### config.mk
export PLATFORM = sky130hd
export DESIGN_NAME = id_ex_stage
export DESIGN_NICKNAME = d
export VERILOG_FILES = /design/src/rtl/id_ex_stage_pkg.sv /design/src/rtl/id_ex_stage_decode.sv /design/src/rtl/id_ex_stage.sv
export SDC_FILE = /design/constraint.sdc
export NUM_CORES = 1
export LEC_CHECK = 0
export CAP_MARGIN = 10
export CORE_ASPECT_RATIO = 2
export CORE_MARGIN = 10
export CORE_UTILIZATION = 39
export CTS_CLUSTER_SIZE = 25
export DETAILED_ROUTE_END_ITERATION = 6
export PLACE_DENSITY = 0.86
export SETUP_SLACK_MARGIN = 0.02
export SLEW_MARGIN = 0
export SYNTH_ARGS = -nofsm -noshare
export SYNTH_HDL_FRONTEND = slang
export SYNTH_SLANG_ARGS = --single-unit
### constraint.sdc
create_clock -name clk -period 6.15 [get_ports clk]
set_clock_uncertainty 0.15 [all_clocks]
set_input_delay 1.845 -clock clk [delete_from_list [all_inputs] [get_ports clk]]
set_output_delay 1.845 -clock clk [all_outputs]
set_load 0.005 [all_outputs]
### src/rtl/id_ex_stage_pkg.sv
// Shared widths, opcodes and the ID/EX bundle for the decode stage.
// Opcode values follow the classic MIPS-I encoding.
package id_ex_stage_pkg;

    localparam int AWIDTH         = 32;
    localparam int OPCODE_WIDTH   = 6;
    localparam int REG_ADDR_WIDTH = 5;

    localparam logic [OPCODE_WIDTH-1:0] RTYPE = 6'h00;
    localparam logic [OPCODE_WIDTH-1:0] ADDI  = 6'h08;
    localparam logic [OPCODE_WIDTH-1:0] ADDIU = 6'h09;
    localparam logic [OPCODE_WIDTH-1:0] SLTI  = 6'h0a;
    localparam logic [OPCODE_WIDTH-1:0] SLTIU = 6'h0b;
    localparam logic [OPCODE_WIDTH-1:0] ANDI  = 6'h0c;
    localparam logic [OPCODE_WIDTH-1:0] ORI   = 6'h0d;
    localparam logic [OPCODE_WIDTH-1:0] LOAD  = 6'h23;

    typedef struct packed {
        logic                      valid;
        logic [OPCODE_WIDTH-1:0]   opcode;
        logic [5:0]                funct;
        logic [AWIDTH-1:0]         imm;
        logic [AWIDTH-1:0]         rs_data;
        logic [AWIDTH-1:0]         rt_data;
        logic [REG_ADDR_WIDTH-1:0] dest;
        logic                      reg_write;
        logic                      mem_read;
        logic                      illegal;
    } id_ex_t;

    function automatic logic [AWIDTH-1:0] sext16(input logic [15:0] v);
        return {{(AWIDTH-16){v[15]}}, v};
    endfunction

    function automatic logic [AWIDTH-1:0] zext16(input logic [15:0] v);
        return {{(AWIDTH-16){1'b0}}, v};
    endfunction

endpackage

### src/rtl/id_ex_stage_decode.sv
// Combinational field decode: immediate extension, destination,
// write-back / load enables and illegal-opcode flag.
module id_decode
    import id_ex_stage_pkg::*;
(
    input  logic [31:0]               instr,
    output logic [AWIDTH-1:0]         imm,
    output logic [REG_ADDR_WIDTH-1:0] dest,
    output logic                      reg_write,
    output logic                      mem_read,
    output logic                      illegal
);

    logic [OPCODE_WIDTH-1:0] op;
    logic                    is_r;
    logic                    is_i;
    logic                    is_z;
    logic                    unused_rs;

    assign op        = instr[31:26];
    assign unused_rs = ^instr[25:21];

    always_comb begin
        is_r = (op == RTYPE);
        is_i = (op == LOAD)  || (op == ADDI) ||
               (op == ADDIU) || (op == SLTI) ||
               (op == SLTIU) || (op == ANDI) ||
               (op == ORI);
        is_z = (op == ANDI) || (op == ORI);
    end

    always_comb begin
        imm     = is_z ? zext16(instr[15:0])
                       : sext16(instr[15:0]);
        dest    = '0;
        illegal = 1'b0;
        unique case (1'b1)
            is_r:    dest = instr[15:11];
            is_i:    dest = instr[20:16];
            default: illegal = 1'b1;
        endcase
    end

    assign reg_write = (is_r | is_i) & (dest != '0);
    assign mem_read  = (op == LOAD);

endmodule

### src/rtl/id_ex_stage.sv
// ID/EX register with priority update and load-use bubble insertion.
// No forwarding happens here; operands pass straight through.
module id_ex_stage
    import id_ex_stage_pkg::*;
(
    input  logic                      clk,
    input  logic                      rst,
    input  logic                      id_valid,
    input  logic [31:0]               id_instr,
    input  logic [AWIDTH-1:0]         id_rs_data,
    input  logic [AWIDTH-1:0]         id_rt_data,
    input  logic                      stall,
    input  logic                      flush,
    output logic                      hz_stall,
    output logic                      ex_valid,
    output logic [OPCODE_WIDTH-1:0]   ex_opcode,
    output logic [5:0]                ex_funct,
    output logic [AWIDTH-1:0]         ex_imm,
    output logic [AWIDTH-1:0]         ex_rs_data,
    output logic [AWIDTH-1:0]         ex_rt_data,
    output logic [REG_ADDR_WIDTH-1:0] ex_dest,
    output logic                      ex_reg_write,
    output logic                      ex_mem_read,
    output logic                      ex_illegal
);

    id_ex_t                    ex_q;
    id_ex_t                    ex_d;
    logic [AWIDTH-1:0]         dec_imm;
    logic [REG_ADDR_WIDTH-1:0] dec_dest;
    logic                      dec_reg_write;
    logic                      dec_mem_read;
    logic                      dec_illegal;
    logic                      src_hit;

    id_decode u_decode (
        .instr     (id_instr),
        .imm       (dec_imm),
        .dest      (dec_dest),
        .reg_write (dec_reg_write),
        .mem_read  (dec_mem_read),
        .illegal   (dec_illegal)
    );

    always_comb begin
        ex_d = '0;
        if (id_valid) begin
            ex_d.valid     = 1'b1;
            ex_d.opcode    = id_instr[31:26];
            ex_d.funct     = id_instr[5:0];
            ex_d.imm       = dec_imm;
            ex_d.rs_data   = id_rs_data;
            ex_d.rt_data   = id_rt_data;
            ex_d.dest      = dec_dest;
            ex_d.reg_write = dec_reg_write;
            ex_d.mem_read  = dec_mem_read;
            ex_d.illegal   = dec_illegal;
        end
    end

    // rt is only a source operand for R-type; I-type writes it.
    assign src_hit =
        (ex_q.dest == id_instr[25:21]) |
        ((id_instr[31:26] == RTYPE) &
         (ex_q.dest == id_instr[20:16]));

    assign hz_stall = ex_q.valid & ex_q.mem_read &
                      (ex_q.dest != '0) & id_valid & src_hit;

    always_ff @(posedge clk) begin
        if (!rst) begin
            ex_q <= '0;
        end else if (flush) begin
            ex_q <= '0;
        end else if (!stall) begin
            ex_q <= hz_stall ? '0 : ex_d;
        end
    end

    assign ex_valid     = ex_q.valid;
    assign ex_opcode    = ex_q.opcode;
    assign ex_funct     = ex_q.funct;
    assign ex_imm       = ex_q.imm;
    assign ex_rs_data   = ex_q.rs_data;
    assign ex_rt_data   = ex_q.rt_data;
    assign ex_dest      = ex_q.dest;
    assign ex_reg_write = ex_q.reg_write;
    assign ex_mem_read  = ex_q.mem_read;
    assign ex_illegal   = ex_q.illegal;

endmodule

---- Word-level counts from Yosys, hierarchy flattened ----
Index checks and enable logic that the tools add are counted.
storage, ports and cells
  bits in latches ......................... 0
  memories kept ........................... 0
  ROM bits ................................ 0
  bits in registers ....................... 117
  logic and storage cells ................. 45
  memory bits (writable) .................. 0
  input port bits ......................... 101
cells by class
  divide/modulo/power cells ............... 0
  eq/ne operators ......................... 9
  bitwise logic cells ..................... 9
  mux-type cells .......................... 5
  order comparisons ....................... 0
  shift operators ......................... 0
  multiply operators ...................... 0
  reduce and logical (&&, ||, !) cells .... 12
  add/sub/neg operators ................... 0
operator list
  kind                  number
  $mux W117             2
  $eq A6 B4 Y1 const B  6
  $mux W32              1
  $eq A5 B5 Y1          2
  $pmux W5 S2           1
  $reduce_bool A5 Y1    2
  $logic_or A1 B1 Y1    7
  $and A1 B1 Y1         6
  $eq A6 B6 Y1 const B  1
  $logic_not A6 Y1      1
  $reduce_or A2 Y1      2
  $or A1 B1 Y1          2
  $mux W1               1
  $not A1 Y1            1

---- Longest topological paths before layout ----
  word-level depth ........................ 12
  gate-level depth with buffers ........... 8

---- By module ----
A second synthesis with hierarchy kept.
second synthesis, totals
  cell total of the unflattened synthesis .. 472
  area total of the unflattened synthesis .. 4882.2 um^2
modules (own cells, without submodules)
  module       area each (um^2)  times used  cells an instance  seq. area each (um^2)
  id_ex_stage  4439.3            1           412                2342.2
  id_decode    442.9             1           60                 0.0

---- Least setup slack after synthesis ----
No wires, ideal clock.
  path type ............................... in2out
  start ................................... input port id_instr[26]
  end ..................................... output port hz_stall
  data required time ...................... 4155 ps
  arrival ................................. 2864 ps
  path slack .............................. 1291 ps
  buffers on the path ..................... 0
  stages on the path ...................... 4
  path through ............................ or4_4 nor4b_2 a22oi_1 nor2_1
on the way
  cells in the longest elaborated chain, start to end .. 4
RTL lines
  what              RTL line           RTL
  from (decl)       id_ex_stage.sv:9   input logic [31:0] id_instr,
  $logic_not A6 Y1  id_ex_stage.sv:64  ((id_instr[31:26] == RTYPE) &
  $and A1 B1 Y1     id_ex_stage.sv:64
  $or A1 B1 Y1      id_ex_stage.sv:63  (ex_q.dest == id_instr[25:21]) |
  $and A1 B1 Y1     id_ex_stage.sv:68  (ex_q.dest != '0) & id_valid & src_hit;
  to (decl)         id_ex_stage.sv:14  output logic hz_stall,
No other way between the ends.

---- Final worst setup path ----
  start ................................... input port id_instr[29]
  end ..................................... output port hz_stall
Same word-level chain as after synthesis.

==> impl_metrics.xml <==
<?xml version="1.0" encoding="UTF-8"?>
<metrics>
  <group name="synthesis">
    <metric name="synth_area_leader_cell" unit="">sky130_fd_sc_hd__dfxtp_1</metric>
    <metric name="ys_seq_elements" unit="">96</metric>
    <metric name="yosys.area.top_type_share" unit="%">57.31</metric>
    <metric name="synth_enable_flop_cells" unit="">0</metric>
    <metric name="post_synth_main_area_contributors" unit="">sky130_fd_sc_hd__dfxtp_1 57%, sky130_fd_sc_hd__a22o_1 26%, sky130_fd_sc_hd__buf_4 4.7%, sky130_fd_sc_hd__xor2_1 2.6%, sky130_fd_sc_hd__clkbuf_1 1.8%</metric>
    <metric name="fraction_of_registers_with_async_set_or_reset_after_synthesis" unit="%">0</metric>
    <metric name="synth_most_common_cell" unit="">sky130_fd_sc_hd__a22o_1</metric>
    <metric name="synth_seq_area_share" unit="%">57.31</metric>
    <metric name="post_synth_most_frequent_cells" unit="">98 x sky130_fd_sc_hd__a22o_1, 96 x sky130_fd_sc_hd__dfxtp_1, 21 x sky130_fd_sc_hd__buf_4</metric>
    <metric name="yosys.cell_types.count" unit="">27</metric>
    <metric name="synth_fp_nets" unit="">381</metric>
    <metric name="ys.warnings.count" unit="">0</metric>
    <metric name="synth.cell_area" unit="µm²">3353</metric>
    <metric name="synthFlopType" unit="">sky130_fd_sc_hd__dfxtp_1</metric>
    <metric name="syn-mean-instance-area" unit="µm²">11.98</metric>
    <metric name="synth_cells" unit="">280</metric>
  </group>
  <group name="route">
    <metric name="post_drt_antenna_nets" unit="">0</metric>
    <metric name="vias" unit="">3028</metric>
    <metric name="detailedRoute.firstIterationViolations" unit="">141</metric>
    <metric name="post_drt_via_cell_ratio" unit="">5.294</metric>
    <metric name="drt_wl_total" unit="µm">12440</metric>
    <metric name="drc" unit="">0</metric>
    <metric name="drtPass1Iterations" unit="">4</metric>
    <metric name="routedWlPerCell" unit="µm">21.74</metric>
  </group>
  <group name="power">
    <metric name="power_after_layout" unit="mW">1.343</metric>
    <metric name="power-per-cell-area" unit="nW/µm²">234.2</metric>
    <metric name="ir_drop" unit="µV">189.1</metric>
    <metric name="leakage" unit="nW">2.187</metric>
  </group>
  <group name="clock_tree">
    <metric name="clock-root-buffer" unit="">sky130_fd_sc_hd__clkbuf_16</metric>
    <metric name="cts_resized" unit="">0</metric>
    <metric name="post_cts.repair.setup_buffers" unit="">0</metric>
    <metric name="cts_buffers" unit="">9</metric>
    <metric name="cts_hold_buffers" unit="">0</metric>
    <metric name="max-clock-path-buffers" unit="">2</metric>
    <metric name="worst_setup_hold_path_clk_slew" unit="ns">0.06</metric>
    <metric name="source_to_sink_clock_delay_at_the_later_pin_of_the_worst_skew_pair" unit="ns">0.33</metric>
    <metric name="cts-htree-levels" unit="">3</metric>
    <metric name="clock_tree_from_tritoncts" unit="">built</metric>
    <metric name="clock-sinks" unit="">96</metric>
  </group>
  <group name="floorplan">
    <metric name="floorplan.die.height" unit="µm">151.1</metric>
    <metric name="floorplan.die_area" unit="µm²">12930</metric>
    <metric name="io_pins" unit="">219</metric>
    <metric name="starting_utilization_of_the_core_area" unit="%">40.16</metric>
    <metric name="fp-row-count" unit="">47</metric>
    <metric name="core" unit="µm²">8351</metric>
    <metric name="chipWidth" unit="µm">85.57</metric>
  </group>
  <group name="global_routing">
    <metric name="grt.overflow.total" unit="">0</metric>
    <metric name="groute.layer.met1.usage" unit="%">16.74</metric>
    <metric name="global_route.usage.met3" unit="%">8.123</metric>
    <metric name="pin_count_of_the_biggest_net_entering_global_routing" unit="">97</metric>
    <metric name="antenna_found_initial" unit="">0</metric>
    <metric name="global_route_wire_length_before_repair" unit="µm">18640</metric>
    <metric name="first_global_vias" unit="">3296</metric>
    <metric name="global_route.usage.met2" unit="%">33.36</metric>
    <metric name="global_route.usage.total" unit="%">18.35</metric>
    <metric name="globalRoute.busiestLayer" unit="">met2</metric>
  </group>
  <group name="sta">
    <metric name="setup_viol_count_final" unit="">0</metric>
    <metric name="sum_of_negative_setup_slack" unit="ns">0</metric>
    <metric name="timing_worst_slew_pin_value" unit="ns">1.042</metric>
    <metric name="period_needed" unit="ns">5.949</metric>
    <metric name="fmaxAchievable" unit="MHz">168.1</metric>
    <metric name="final_max_slew_viol_count" unit="">0</metric>
    <metric name="max-slew-margin-rel" unit="%">30.55</metric>
    <metric name="grt_setup_unrepaired" unit="">no</metric>
    <metric name="layout_worst_path_cycle_share" unit="%">96.74</metric>
    <metric name="hold_violations" unit="">0</metric>
  </group>
  <group name="run">
    <metric name="maxCapViolations" unit="">0</metric>
  </group>
  <group name="placement">
    <metric name="gpl.final_weighted_congestion" unit="">0.8867</metric>
    <metric name="place.port_buffers" unit="">218</metric>
    <metric name="dp_hpwl" unit="µm">9720</metric>
    <metric name="numPlacedInstances" unit="">556</metric>
  </group>
  <group name="worst_setup_path">
    <metric name="setup.worst_path.class" unit="">input pin to output port</metric>
    <metric name="crit_required" unit="ns">4.16</metric>
    <metric name="worstSetupStartpointType" unit="">input pin</metric>
    <metric name="crit_fanout" unit="">4</metric>
    <metric name="cp_data_arrival_time" unit="ns">3.95</metric>
    <metric name="worstSetupEndpointType" unit="">output port</metric>
  </group>
  <group name="cells_and_area">
    <metric name="multiInputGateArea" unit="µm²">1161</metric>
    <metric name="final_cells" unit="">572</metric>
    <metric name="n_antenna_cell" unit="">0</metric>
    <metric name="layout.nets" unit="">570</metric>
    <metric name="drive_gt1_share" unit="%">4.641</metric>
    <metric name="synthToLayoutAreaGrowth" unit="%">70.93</metric>
    <metric name="sequential_cell_area" unit="µm²">1922</metric>
    <metric name="n_fill_cell" unit="">644</metric>
  </group>
  <group name="status">
    <metric name="outcome" unit="">finished clean</metric>
  </group>
  <group name="worst_hold_path">
    <metric name="type_of_the_most_critical_hold_path" unit="">flop to flop</metric>
  </group>
</metrics>
[cells in the final DEF (no fill, tap or decap)]
cell and instances:
sky130_fd_sc_hd__a21o_1 1, sky130_fd_sc_hd__a21oi_1 2, sky130_fd_sc_hd__a22o_1 98, sky130_fd_sc_hd__a22oi_1 1
sky130_fd_sc_hd__a2bb2oi_1 1, sky130_fd_sc_hd__a32o_1 1, sky130_fd_sc_hd__and2_1 1, sky130_fd_sc_hd__and3b_2 1
sky130_fd_sc_hd__buf_12 1, sky130_fd_sc_hd__buf_4 2, sky130_fd_sc_hd__bufinv_16 1, sky130_fd_sc_hd__clkbuf_1 1
sky130_fd_sc_hd__clkbuf_16 9, sky130_fd_sc_hd__clkbuf_8 2, sky130_fd_sc_hd__clkdlybuf4s50_1 218, sky130_fd_sc_hd__clkinvlp_4 3
sky130_fd_sc_hd__dfxtp_1 96, sky130_fd_sc_hd__nand2_1 3, sky130_fd_sc_hd__nand3_1 1, sky130_fd_sc_hd__nand4_1 1
sky130_fd_sc_hd__nor2_1 7, sky130_fd_sc_hd__nor2b_1 1, sky130_fd_sc_hd__nor3_1 4, sky130_fd_sc_hd__nor4b_2 1
sky130_fd_sc_hd__nor4bb_1 1, sky130_fd_sc_hd__o2111ai_1 1, sky130_fd_sc_hd__o21a_4 1, sky130_fd_sc_hd__o21ai_0 1
sky130_fd_sc_hd__or4_1 2, sky130_fd_sc_hd__or4_4 1, sky130_fd_sc_hd__xor2_1 10
[state kept, by name, summed over array words and instances, names as in the netlist]
| name | count |
|---|---|
| ex_imm | 12 |
| ex_rs_data | 32 |
| ex_opcode | 6 |
| ex_mem_read | 1 |
| ex_reg_write | 1 |
| ex_valid | 1 |
| ex_illegal | 1 |
| ex_rt_data | 32 |
| ex_funct | 5 |
| ex_dest | 5 |
[routing by layer]
metal  wire, µm  vias up  share of wire (%)
met5          0        -                  0
met4        446        0                3.6
met3       1139       28                9.2
met2       6703      162                 54
met1       4146     1418                 33
li1           -     1420                  -
[per-stage QoR]
step	setup slack (ns)	area (µm²)	util (%)	hold slack, ns
3_3_place_gp	0.1973	5423	64.94	0.3102
3_5_place_dp	0.1766	5423	64.94	0.3133
2_1_floorplan	1.291	3353	-	0.3238
4_1_cts	0.1884	5732	68.64	0.3318
5_1_grt	0.1452	5732	68.64	0.3388
6_report	0.2006	5732	68.64	0.3260
[report_power, final]
group	leakage [nW]	switching (mW)	internal (mW)	total, mW
logic	1.27	0.0446	0.0937	0.138
registers	0.777	0.00757	0.634	0.642
clock network	0.141	0.225	0.337	0.563
total	2.19	0.277	1.07	1.34
[cells by family (layout without fill, tap and decap cells)]
group                     after synthesis  in the layout  synth area share [%]
AOI/OAI and AO/OA                     107            107                 27.54
DFF                                    96             96                 57.31
buffers and inverters                  43            237                 8.321
and+or+nand+nor                        24             24                 4.217
xor gates and xnor gates               10             10                 2.612
[layout make-up]
cell class,instances,area share (%)
clock buffers,12,4.475
clock inverters,4,0.9168
multi-input cells,141,20.26
flip-flops and latches,96,33.53
well taps,98,2.139
repair buffers,221,38.68
[critical path, stage by stage]
cell,delay (ns)
sky130_fd_sc_hd__clkdlybuf4s50_1,0.47
sky130_fd_sc_hd__or4_4,0.55
sky130_fd_sc_hd__nor4b_2,0.29
sky130_fd_sc_hd__a22oi_1,0.16
sky130_fd_sc_hd__nor2_1,0.12
sky130_fd_sc_hd__clkdlybuf4s50_1,0.51
[path summary, 6_finish.rpt]
path | slack, ns | startpoint | to | cells after the start
worst max-delay path | 0.20 | id_instr[29] | hz_stall | 6
worst min-delay path | 0.33 | ex_rt_data[5]$_SDFFE_PP0N_ | ex_rt_data[5]$_SDFFE_PP0N_ | 1
worst max register to register | 3.59 | ex_dest[0]$_SDFFE_PP0N_ | ex_imm[30]$_SDFFE_PP0N_ | 4
worst min register to register | 0.33 | ex_rt_data[5]$_SDFFE_PP0N_ | ex_rt_data[5]$_SDFFE_PP0N_ | 1
Power figures use the tool's default switching activity.
